$ cat src/rtl/ifu_fetch_ctrl_pkg.sv
// Shared definitions for the IFU fetch sequencer: FSM states, redirect sources,
// per-stage control bit positions and flush masks.
package ifu_fetch_ctrl_pkg;

  typedef enum logic [1:0] {
    ST_RUN     = 2'd0,
    ST_RECOVER = 2'd1,
    ST_DRAIN   = 2'd2
  } fetch_state_e;

  typedef enum logic {
    SRC_BE  = 1'b0,
    SRC_IF3 = 1'b1
  } redirect_src_e;

  localparam int STG_IF01   = 0;
  localparam int STG_NLP    = 1;
  localparam int STG_BPD_S0 = 2;
  localparam int STG_ICACHE = 3;
  localparam int STG_BPD_S1 = 4;
  localparam int STG_IF23   = 5;
  localparam int STG_IF3    = 6;
  localparam int STG_IF3OUT = 7;

  localparam logic [7:0] FLUSH_ALL   = 8'hFF;
  localparam logic [7:0] FLUSH_YOUNG = 8'h3F;

  // Cache-miss stall in RUN: hold everything up to BPD_S1, bubble into IF23.
  localparam logic [7:0] PAUSE_MISS  = 8'h1F;
  localparam logic [7:0] BUBBLE_IF23 = 8'h20;

  function automatic logic [7:0] src_flush_mask(input redirect_src_e src);
    return (src == SRC_BE) ? FLUSH_ALL : FLUSH_YOUNG;
  endfunction

endpackage

$ cat src/rtl/ifu_fetch_ctrl_if.sv
// Redirect/stall inputs and per-stage control outputs of the fetch sequencer.
// master = the sequencer, slave = the IFU stages and redirect sources.
interface ifu_fetch_ctrl_if;
  logic        be_redirect_valid;
  logic [31:0] be_redirect_pc;
  logic        if3_redirect_valid;
  logic [31:0] if3_redirect_pc;
  logic        icache_busy;
  logic        ibuf_full;
  logic [7:0]  stage_pause;
  logic [7:0]  stage_flush;
  logic        pc_redirect_valid;
  logic [31:0] pc_redirect_pc;

  modport master (
    input  be_redirect_valid, be_redirect_pc,
    input  if3_redirect_valid, if3_redirect_pc,
    input  icache_busy, ibuf_full,
    output stage_pause, stage_flush,
    output pc_redirect_valid, pc_redirect_pc
  );

  modport slave (
    output be_redirect_valid, be_redirect_pc,
    output if3_redirect_valid, if3_redirect_pc,
    output icache_busy, ibuf_full,
    input  stage_pause, stage_flush,
    input  pc_redirect_valid, pc_redirect_pc
  );
endinterface

$ cat src/rtl/fetch_recover_cnt.sv
// Loadable down-counter timing the predictor history-recovery window;
// last is high in the final cycle of the window.
module fetch_recover_cnt #(
  parameter int WIDTH    = 2,
  parameter int LOAD_VAL = 2
) (
  input  logic clk,
  input  logic rst,
  input  logic load,
  input  logic dec,
  output logic last
);

  logic [WIDTH-1:0] cnt;

  // NOTE: sequential state uses non-blocking assignments so every flop samples
  // pre-edge values regardless of process ordering.
  always_ff @(posedge clk) begin
    if (rst) begin
      cnt <= '0;
    end else if (load) begin
      cnt <= WIDTH'(LOAD_VAL);
    end else if (dec && (cnt != '0)) begin
      cnt <= cnt - WIDTH'(1);
    end
  end

  assign last = (cnt == WIDTH'(1));

endmodule

$ cat src/rtl/ifu_fetch_ctrl.sv
// Fetch-pipeline sequencer: arbitrates backend/IF3 redirects against cache and
// ibuf stalls, drives per-stage pause/flush and the single IF0 PC redirect.
module ifu_fetch_ctrl
  import ifu_fetch_ctrl_pkg::*;
#(
  parameter int BPD_RECOVER_CYC = 2
) (
  input  logic                clk,
  input  logic                rst,
  ifu_fetch_ctrl_if.master    bus,
  output logic [1:0]          fsm_state
);

  localparam int RCNT_W = $clog2(BPD_RECOVER_CYC + 1);

  fetch_state_e  state_q, state_d;
  logic [31:0]   pend_pc_q;
  redirect_src_e pend_src_q;

  logic          latch_pend;
  logic [31:0]   latch_pc;
  redirect_src_e latch_src;
  logic          rcnt_load, rcnt_dec, rcnt_last;

  logic [7:0]    flush, pause;
  logic          redirect_valid;
  logic [31:0]   redirect_pc;

  fetch_recover_cnt #(
    .WIDTH    (RCNT_W),
    .LOAD_VAL (BPD_RECOVER_CYC)
  ) u_recover_cnt (
    .clk  (clk),
    .rst  (rst),
    .load (rcnt_load),
    .dec  (rcnt_dec),
    .last (rcnt_last)
  );

  always_ff @(posedge clk) begin
    if (rst) begin
      state_q    <= ST_RUN;
      pend_pc_q  <= '0;
      pend_src_q <= SRC_BE;
    end else begin
      state_q <= state_d;
      if (latch_pend) begin
        pend_pc_q  <= latch_pc;
        pend_src_q <= latch_src;
      end
    end
  end

  // NOTE: every signal written here gets a default first so no path can
  // leave it unassigned and infer a latch.
  always_comb begin
    state_d        = state_q;
    latch_pend     = 1'b0;
    latch_pc       = bus.be_redirect_pc;
    latch_src      = SRC_BE;
    rcnt_load      = 1'b0;
    rcnt_dec       = 1'b0;
    flush          = '0;
    pause          = '0;
    redirect_valid = 1'b0;
    redirect_pc    = pend_pc_q;

    unique case (state_q)
      ST_RUN: begin
        if (bus.be_redirect_valid) begin
          flush      = FLUSH_ALL;
          latch_pend = 1'b1;
          rcnt_load  = 1'b1;
          state_d    = ST_RECOVER;
        end else if (bus.if3_redirect_valid && !bus.icache_busy) begin
          redirect_valid = 1'b1;
          redirect_pc    = bus.if3_redirect_pc;
          flush          = FLUSH_YOUNG;
        end else if (bus.if3_redirect_valid) begin
          // Park the IF3 target until the refill completes; cache held meanwhile.
          latch_pend        = 1'b1;
          latch_pc          = bus.if3_redirect_pc;
          latch_src         = SRC_IF3;
          flush             = FLUSH_YOUNG;
          flush[STG_ICACHE] = 1'b0;
          pause[STG_ICACHE] = 1'b1;
          state_d           = ST_DRAIN;
        end else if (bus.ibuf_full) begin
          pause = 8'hFF;
        end else if (bus.icache_busy) begin
          pause = PAUSE_MISS;
          flush = BUBBLE_IF23;
        end
      end

      ST_RECOVER: begin
        flush    = FLUSH_ALL;
        rcnt_dec = 1'b1;
        if (bus.be_redirect_valid) begin
          latch_pend = 1'b1;
          rcnt_load  = 1'b1;
        end else if (rcnt_last) begin
          if (!bus.icache_busy) begin
            redirect_valid = 1'b1;
            state_d        = ST_RUN;
          end else begin
            state_d = ST_DRAIN;
          end
        end
      end

      ST_DRAIN: begin
        flush = src_flush_mask(pend_src_q);
        if (bus.be_redirect_valid) begin
          flush      = FLUSH_ALL;
          latch_pend = 1'b1;
          rcnt_load  = 1'b1;
          state_d    = ST_RECOVER;
        end else if (!bus.icache_busy) begin
          redirect_valid = 1'b1;
          state_d        = ST_RUN;
        end
      end

      default: state_d = ST_RUN;
    endcase

    // Outside RUN the outstanding refill is held, not discarded, until it ends.
    if ((state_q != ST_RUN) && bus.icache_busy) begin
      flush[STG_ICACHE] = 1'b0;
      pause[STG_ICACHE] = 1'b1;
    end
    if ((state_q != ST_RUN) && bus.ibuf_full) begin
      pause = 8'hFF;
    end

    if (rst) begin
      flush          = FLUSH_ALL;
      pause          = '0;
      redirect_valid = 1'b0;
    end
  end

  assign bus.stage_flush       = flush;
  assign bus.stage_pause       = pause & ~flush;
  assign bus.pc_redirect_valid = redirect_valid;
  assign bus.pc_redirect_pc    = redirect_pc;
  assign fsm_state             = rst ? ST_RUN : state_q;

endmodule

$ cat src/flat_wrapper.sv
// flat-port wrapper written by rule: the top's interface ports become plain ports
module ifu_fetch_ctrl_flat import ifu_fetch_ctrl_pkg::*;
#(
  parameter int BPD_RECOVER_CYC = 2
)
  (clk, rst, fsm_state, bus_be_redirect_valid, bus_be_redirect_pc, bus_if3_redirect_valid, bus_if3_redirect_pc, bus_icache_busy, bus_ibuf_full, bus_stage_pause, bus_stage_flush, bus_pc_redirect_valid, bus_pc_redirect_pc);
  ifu_fetch_ctrl_if bus_i ();
  input  logic clk;
  input  logic rst;
  output logic [1:0] fsm_state;
  input wire logic [$bits(bus_i.be_redirect_valid)-1:0] bus_be_redirect_valid;
  input wire logic [$bits(bus_i.be_redirect_pc)-1:0] bus_be_redirect_pc;
  input wire logic [$bits(bus_i.if3_redirect_valid)-1:0] bus_if3_redirect_valid;
  input wire logic [$bits(bus_i.if3_redirect_pc)-1:0] bus_if3_redirect_pc;
  input wire logic [$bits(bus_i.icache_busy)-1:0] bus_icache_busy;
  input wire logic [$bits(bus_i.ibuf_full)-1:0] bus_ibuf_full;
  output wire logic [$bits(bus_i.stage_pause)-1:0] bus_stage_pause;
  output wire logic [$bits(bus_i.stage_flush)-1:0] bus_stage_flush;
  output wire logic [$bits(bus_i.pc_redirect_valid)-1:0] bus_pc_redirect_valid;
  output wire logic [$bits(bus_i.pc_redirect_pc)-1:0] bus_pc_redirect_pc;
  assign bus_i.be_redirect_valid = bus_be_redirect_valid;
  assign bus_i.be_redirect_pc = bus_be_redirect_pc;
  assign bus_i.if3_redirect_valid = bus_if3_redirect_valid;
  assign bus_i.if3_redirect_pc = bus_if3_redirect_pc;
  assign bus_i.icache_busy = bus_icache_busy;
  assign bus_i.ibuf_full = bus_ibuf_full;
  assign bus_stage_pause = bus_i.stage_pause;
  assign bus_stage_flush = bus_i.stage_flush;
  assign bus_pc_redirect_valid = bus_i.pc_redirect_valid;
  assign bus_pc_redirect_pc = bus_i.pc_redirect_pc;
  ifu_fetch_ctrl #(.BPD_RECOVER_CYC(BPD_RECOVER_CYC)) u_core (.clk(clk), .rst(rst), .bus(bus_i), .fsm_state(fsm_state));
endmodule
$ cat config.mk
export PLATFORM = sky130hd
export DESIGN_NAME = ifu_fetch_ctrl_flat
export DESIGN_NICKNAME = d
export VERILOG_FILES = /design/src/rtl/ifu_fetch_ctrl_pkg.sv /design/src/rtl/ifu_fetch_ctrl_if.sv /design/src/rtl/fetch_recover_cnt.sv /design/src/rtl/ifu_fetch_ctrl.sv /design/src/flat_wrapper.sv
export SDC_FILE = /design/constraint.sdc
export NUM_CORES = 1
export LEC_CHECK = 0
export CAP_MARGIN = 20
export CORE_MARGIN = 2
export CORE_UTILIZATION = 44
export CTS_CLUSTER_DIAMETER = 150
export CTS_CLUSTER_SIZE = 25
export DETAILED_ROUTE_END_ITERATION = 10
export GPL_ROUTABILITY_DRIVEN = 0
export MAX_ROUTING_LAYER = met4
export PLACE_DENSITY = 0.88
export SETUP_SLACK_MARGIN = 0.3
export SKIP_LAST_GASP = 1
export SLEW_MARGIN = 20
export SYNTH_ARGS = -nofsm -noshare
export SYNTH_HDL_FRONTEND = slang
export SYNTH_SLANG_ARGS = --single-unit
$ cat constraint.sdc
create_clock -name clk -period 3.8 [get_ports clk]
set_input_delay 0.76 -clock clk [delete_from_list [all_inputs] [get_ports clk]]
set_output_delay 0.76 -clock clk [all_outputs]
set_load 0.1 [all_outputs]
Word-level counts from Yosys, hierarchy flattened
Index checks and enable logic that the tools add are counted.

storage, ports and cells
  flip-flop bits (word level) = 37
  input port bits = 70

operators by class
  $add $sub $neg = 1
  equal/unequal tests = 8
  muxes and demuxes = 57
  bitwise operators = 2
  reduce and logical (&&, ||, !) cells = 13

operators by type and width
  kind                                                                   count
  32-bit 2-to-1 mux                                                      7
  8-bit 2-to-1 mux                                                       13
  8-bit case mux with 3 select lines                                     1
  2-bit 2-to-1 mux                                                       11
  1-bit 2-to-1 mux                                                       18
  3-bit != test, second input constant                                   3
  8-bit bitwise AND                                                      1
  8-bit inverter                                                         1
  6-bit 2-to-1 mux                                                       1
  2-bit case mux with 3 select lines                                     1
  2-bit nonzero test                                                     3
  5-bit 2-to-1 mux                                                       1
  5-bit AND reduction                                                    1
  2-bit by 1-bit equality test with 1-bit output, second input constant  2
  1-bit logical AND                                                      4
  4-bit 2-to-1 mux                                                       1
  2-bit OR reduction                                                     2
  3-bit 2-to-1 mux                                                       1
  1-bit case mux with 3 select lines                                     1
  3-bit OR reduction                                                     1
  2-bit equality test, second input constant                             1
  2-bit zero test                                                        1
  2-bit by 1-bit != test with 1-bit output, second input constant        1
  2-bit != test, second input constant                                   1
  3 further kinds                                                        3

Logic depth before layout (Yosys ltp)
  word-level depth = 10
  mapped depth = 8
  mapped depth without buffers = 6

Hierarchy
Synthesis repeated with hierarchy kept, for this count alone.

second synthesis, totals
  cells, all modules = 298
  area, all modules = 2,513.7 um^2

modules (own cells, without submodules)
  module             instances  cells an instance  area each (um^2)  seq. area each (um^2)
  ifu_fetch_ctrl     1          286                2,394.8           700.7
  fetch_recover_cnt  1          12                 118.9             40.0

Worst setup path after synthesis
Ideal clock, no wire load.

  kind = input-to-output
  start = input port bus_be_redirect_valid
  end = output port bus_stage_pause[1]
  arrival = 4.938 ns
  data required time = 3.040 ns
  slack = -1.898 ns
  cell stages on the path = 6
  buffers on the path = 2
  cell sequence = clkbuf_1 > o21a_1 > nor2_1 > o21bai_1 > nor3_1 > buf_4

on the way
  longest elaborated chain between the ends = 5

ends and longest elaborated chain
  item                                                                           RTL line                                      RTL
  from (decl)                                                                    flat_wrapper.sv:11                            input wire logic [$bits(bus_i.be_redirect_valid)-1:0] bus_be_redirect_valid;
  8-bit 2-to-1 mux (on tied branches)                                            ifu_fetch_ctrl.sv:114, ifu_fetch_ctrl.sv:70
  8-bit case mux with 3 select lines / 8-bit 2-to-1 mux (equally long branches)  ifu_fetch_ctrl.sv:68                          unique case (state_q)
  8-bit 2-to-1 mux (on tied branches)                                            ifu_fetch_ctrl.sv:137, ifu_fetch_ctrl.sv:133
  8-bit inverter / 8-bit 2-to-1 mux (equally long branches)                      ifu_fetch_ctrl.sv:145, ifu_fetch_ctrl.sv:137
  8-bit bitwise AND *                                                            ifu_fetch_ctrl.sv:145                         assign bus.stage_pause = pause & ~flush;
  to (decl)                                                                      flat_wrapper.sv:17                            output wire logic [$bits(bus_i.stage_pause)-1:0] bus_stage_pause;

Mark *: on every way between the ends. The rest lies on a longest branch, timed or not.

Worst setup path in the final report
  start = input port bus_if3_redirect_valid
  end = output port bus_stage_pause[1]

on the way
  longest elaborated chain between the ends = 7

ends and longest elaborated chain
  item                                                                           RTL line                                      RTL
  from (decl)                                                                    flat_wrapper.sv:13                            input wire logic [$bits(bus_i.if3_redirect_valid)-1:0] bus_if3_redirect_valid;
  8-bit 2-to-1 mux (tied with other cells)                                       ifu_fetch_ctrl.sv:79                          end else if (bus.if3_redirect_valid) begin
  8-bit 2-to-1 mux                                                               ifu_fetch_ctrl.sv:75                          end else if (bus.if3_redirect_valid && !bus.icache_busy) begin
  8-bit 2-to-1 mux                                                               ifu_fetch_ctrl.sv:70                          if (bus.be_redirect_valid) begin
  8-bit case mux with 3 select lines / 8-bit 2-to-1 mux (equally long branches)  ifu_fetch_ctrl.sv:68
  8-bit 2-to-1 mux (on tied branches)                                            ifu_fetch_ctrl.sv:137, ifu_fetch_ctrl.sv:133
  8-bit inverter / 8-bit 2-to-1 mux (equally long branches)                      ifu_fetch_ctrl.sv:145, ifu_fetch_ctrl.sv:137
  8-bit bitwise AND *                                                            ifu_fetch_ctrl.sv:145

Marked as above.

==> out/metrics.csv <==
stage,metric,value,unit
outcome,outcome,finished clean,
detailed_routing,wl,7270,um
synth,synthTopCellsByCount,"nand2_1 (70), nor2_1 (41), dfxtp_1 (37)",
worst_setup_path,worstSetupPathType,input pin to primary output,
synth,synth_cell_types,36,
clock_network,clk_pin_slew,0.08,ns
sta,finalMaxSlewViolations,0,
clock_network,postCtsSetupBuffers,0,
synth,synth_flop_cell,dfxtp_1,
synth,postSynthAreaPerCell,8.31,um^2
floorplan,die_h,79.0,um
sta,tightest_slew,0.811,ns
global_routing,grt-ovfl-total,0,
floorplan,row_count,27,
synth,yosysWarnings,0,
detailed_routing,drtAntennaViolNets,0,
detailed_routing,routedWlPerCell,15.4,um
job,cap_violations,0,
worst_setup_path,crit_fanout,7,
worst_setup_path,arrival,2.65,ns
synth,yosysSeqAreaShare,29.9,%
clock_network,clk_latency,0.29,ns
detailed_routing,dr_total_vias,2562,
global_routing,grt_pass1_wl,11800,um
sta,setup_viol,0,
clock_network,cts_buffers,5,
final_layout,finalNetCount,474,
power,power_density,567,nW/um^2
final_layout,post-route-util,76.9,%
global_routing,first_global_vias,2600,
power,ir_drop,303,uV
final_layout,register_area,741,um^2
clock_network,cts-root-buf,clkbuf_8,
floorplan,die_area,6250,um^2
synth,syn_area,2480,um^2
final_layout,multi_input_area,1540,um^2
worst_setup_path,startpoint,bus_if3_redirect_valid,
worst_setup_path,rr_startpoint,u_core.state_q[0],
final_layout,layout-drive-gt1-share,30.6,%
sta,fmax,294,MHz
clock_network,htreeDepth,2,
global_routing,antenna_found_initial,0,
floorplan,core_area,5470,um^2
floorplan,fp.dieW,79.0,um
global_routing,grt_usage,24.0,%
worst_hold_path,hp-class,flip-flop to flip-flop,
synth,synth_top_cell_by_area,dfxtp_1,
synth,syn_nets,374,
worst_setup_path,critPathCaptureType,primary output,
worst_setup_path,required,3.04,ns
floorplan,start_util,45.3,%
clock_network,hold_buffers,0,
worst_setup_path,crit-reg2reg-capture,u_core.pend_pc_q[31],
clock_network,cts_buffer_depth,2,
detailed_routing,first_iter_violations,112,
sta,finalCritPeriodShare,89.7,%
clock_network,post_cts_resized,0,
power,leakage,0.00168,uW
synth,netlist_top_cells_area,"dfxtp_1 (30%), mux2_2 (15%), nand2_1 (11%), a311oi_1 (7.8%), nor2_1 (6.2%)",
placed_design,io_buffers,120,
synth,synth_edf_count,0,
sta,hold_viol,0,
sta,tns,0,ns
global_routing,grt_max_degree,34,
synth,ys_ff_latch,37,
detailed_routing,via_per_inst,5.44,
detailed_routing,dr.pass1.iters,4,
synth,synthCells,298,
detailed_routing,route.detailed.drc,0,
final_layout,nFillCells,394,
synth,synth.most_common_cell,nand2_1,
final_layout,antenna_cells,0,
worst_setup_path,reg2reg_depth,6,
sta,rsz0062_at_grt,false,
floorplan,ios,121,
worst_setup_path,start_kind,input pin,
sta,max_slew_margin,45.8,%
final_layout,synthToLayoutAreaGrowth,69.9,%
worst_setup_path,endpoint,bus_stage_pause[1],
worst_setup_path,rrSetupSlack,1.43,ns
synth,synth_async_sr_flop_share,0,%
clock_network,cts_sinks,37,
placed_design,place_hpwl,5410,um
sta,skew,0.0115,ns
clock_network,cts_tree,built,
sta,period_minus_slack,3.41,ns
synth,synth_top_cell_area_share,29.9,%
[per-stage QoR]
step,total power [uW],instances,hold WS [ns],setup WS [ns],cell area (um^2)
6_report,2390,471,0.497,0.393,4210
5_1_grt,2480,471,0.525,0.321,4210
4_1_cts,2400,471,0.501,0.392,4210
3_5_place_dp,2040,463,0.493,0.405,4090
3_3_place_gp,2010,463,0.483,0.466,4090
2_1_floorplan,1540,298,0.461,0.0238,2560
[final cells by class]
class                      count  area share (%)
tap                           72            2.14
multi-input combinational    223            36.6
clock buffer                   6            1.96
clock inverter                 2           0.892
timing repair buffer         126            40.4
inverter                       5           0.446
sequential                    37            17.6
[sequential cells by signal, indices dropped and copies added, names as in the netlist]
signal and count:
u_core.pend_pc_q 32, u_core.pend_src_q 1, u_core.u_recover_cnt.cnt 2, u_core.state_q 2
[cells by family after synthesis]
family | count (synthesis) | share of synthesized area, %
buffers and inverters | 38 | 10.1
DFF | 37 | 29.9
and+or+nand+nor | 128 | 21.9
adders and majority gates | 6 | 3.03
muxes | 34 | 15.4
AOI/OAI and AO/OA | 54 | 19.4
xor gates and xnor gates | 1 | 0.354
[worst min path at each step]
stage / startpoint / end / slack [ns] / cells past startpoint
finish: u_core.pend_pc_q[25] / u_core.pend_pc_q[25] / 0.50 / 2
global route: u_core.pend_pc_q[11] / u_core.pend_pc_q[11] / 0.52 / 2
CTS: u_core.pend_pc_q[15] / u_core.pend_pc_q[15] / 0.50 / 2
detailed placement: u_core.pend_pc_q[15] / u_core.pend_pc_q[15] / 0.49 / 2
global placement: u_core.pend_pc_q[24] / u_core.pend_pc_q[24] / 0.48 / 2
floorplan: u_core.pend_src_q / u_core.pend_src_q / 0.46 / 2
[routing by layer]
layer | share of wire [%] | vias to the layer above | GRT usage, %
met2 | 52 | 101 | 41.5
li1 | - | 1235 | -
met4 | 1.4 | 0 | 6.55
met1 | 40 | 1209 | 27.9
met5 | 0 | - | -
met3 | 6.5 | 17 | 5.57
[power by group]
group          switching, uW  leakage (uW)  internal (uW)  total, uW
combinational            987       0.00132            556       1540
sequential              34.3      0.000307            453        487
clock                    146     0.0000574            213        359
total                   1170       0.00168           1220       2390
[worst max-delay path, cell delays in order]
cell	delay, ns
clkdlybuf4s50_1	0.55
o21a_1	0.29
nor2_2	0.17
o21bai_4	0.17
nor3_4	0.46
buf_12	0.24
[cells in the final DEF (no fill, tap or decap), types with 2 or more instances in the layout]
cell             count
nand2b_1             2
a311oi_1            22
dfxtp_1             37
nor2b_1              4
ha_1                 6
a311oi_2            10
o21a_1               2
a21oi_1              4
buf_12              47
nor2_1              39
a22oi_1              2
clkdlybuf4s50_1     68
nor2_2               2
nand2_1             70
clkbuf_8             6
buf_4               10
a21oi_4              2
o21ai_0              6
mux2_2              33
inv_1                5
or2_2                2
Power figures use the tool's default switching activity.
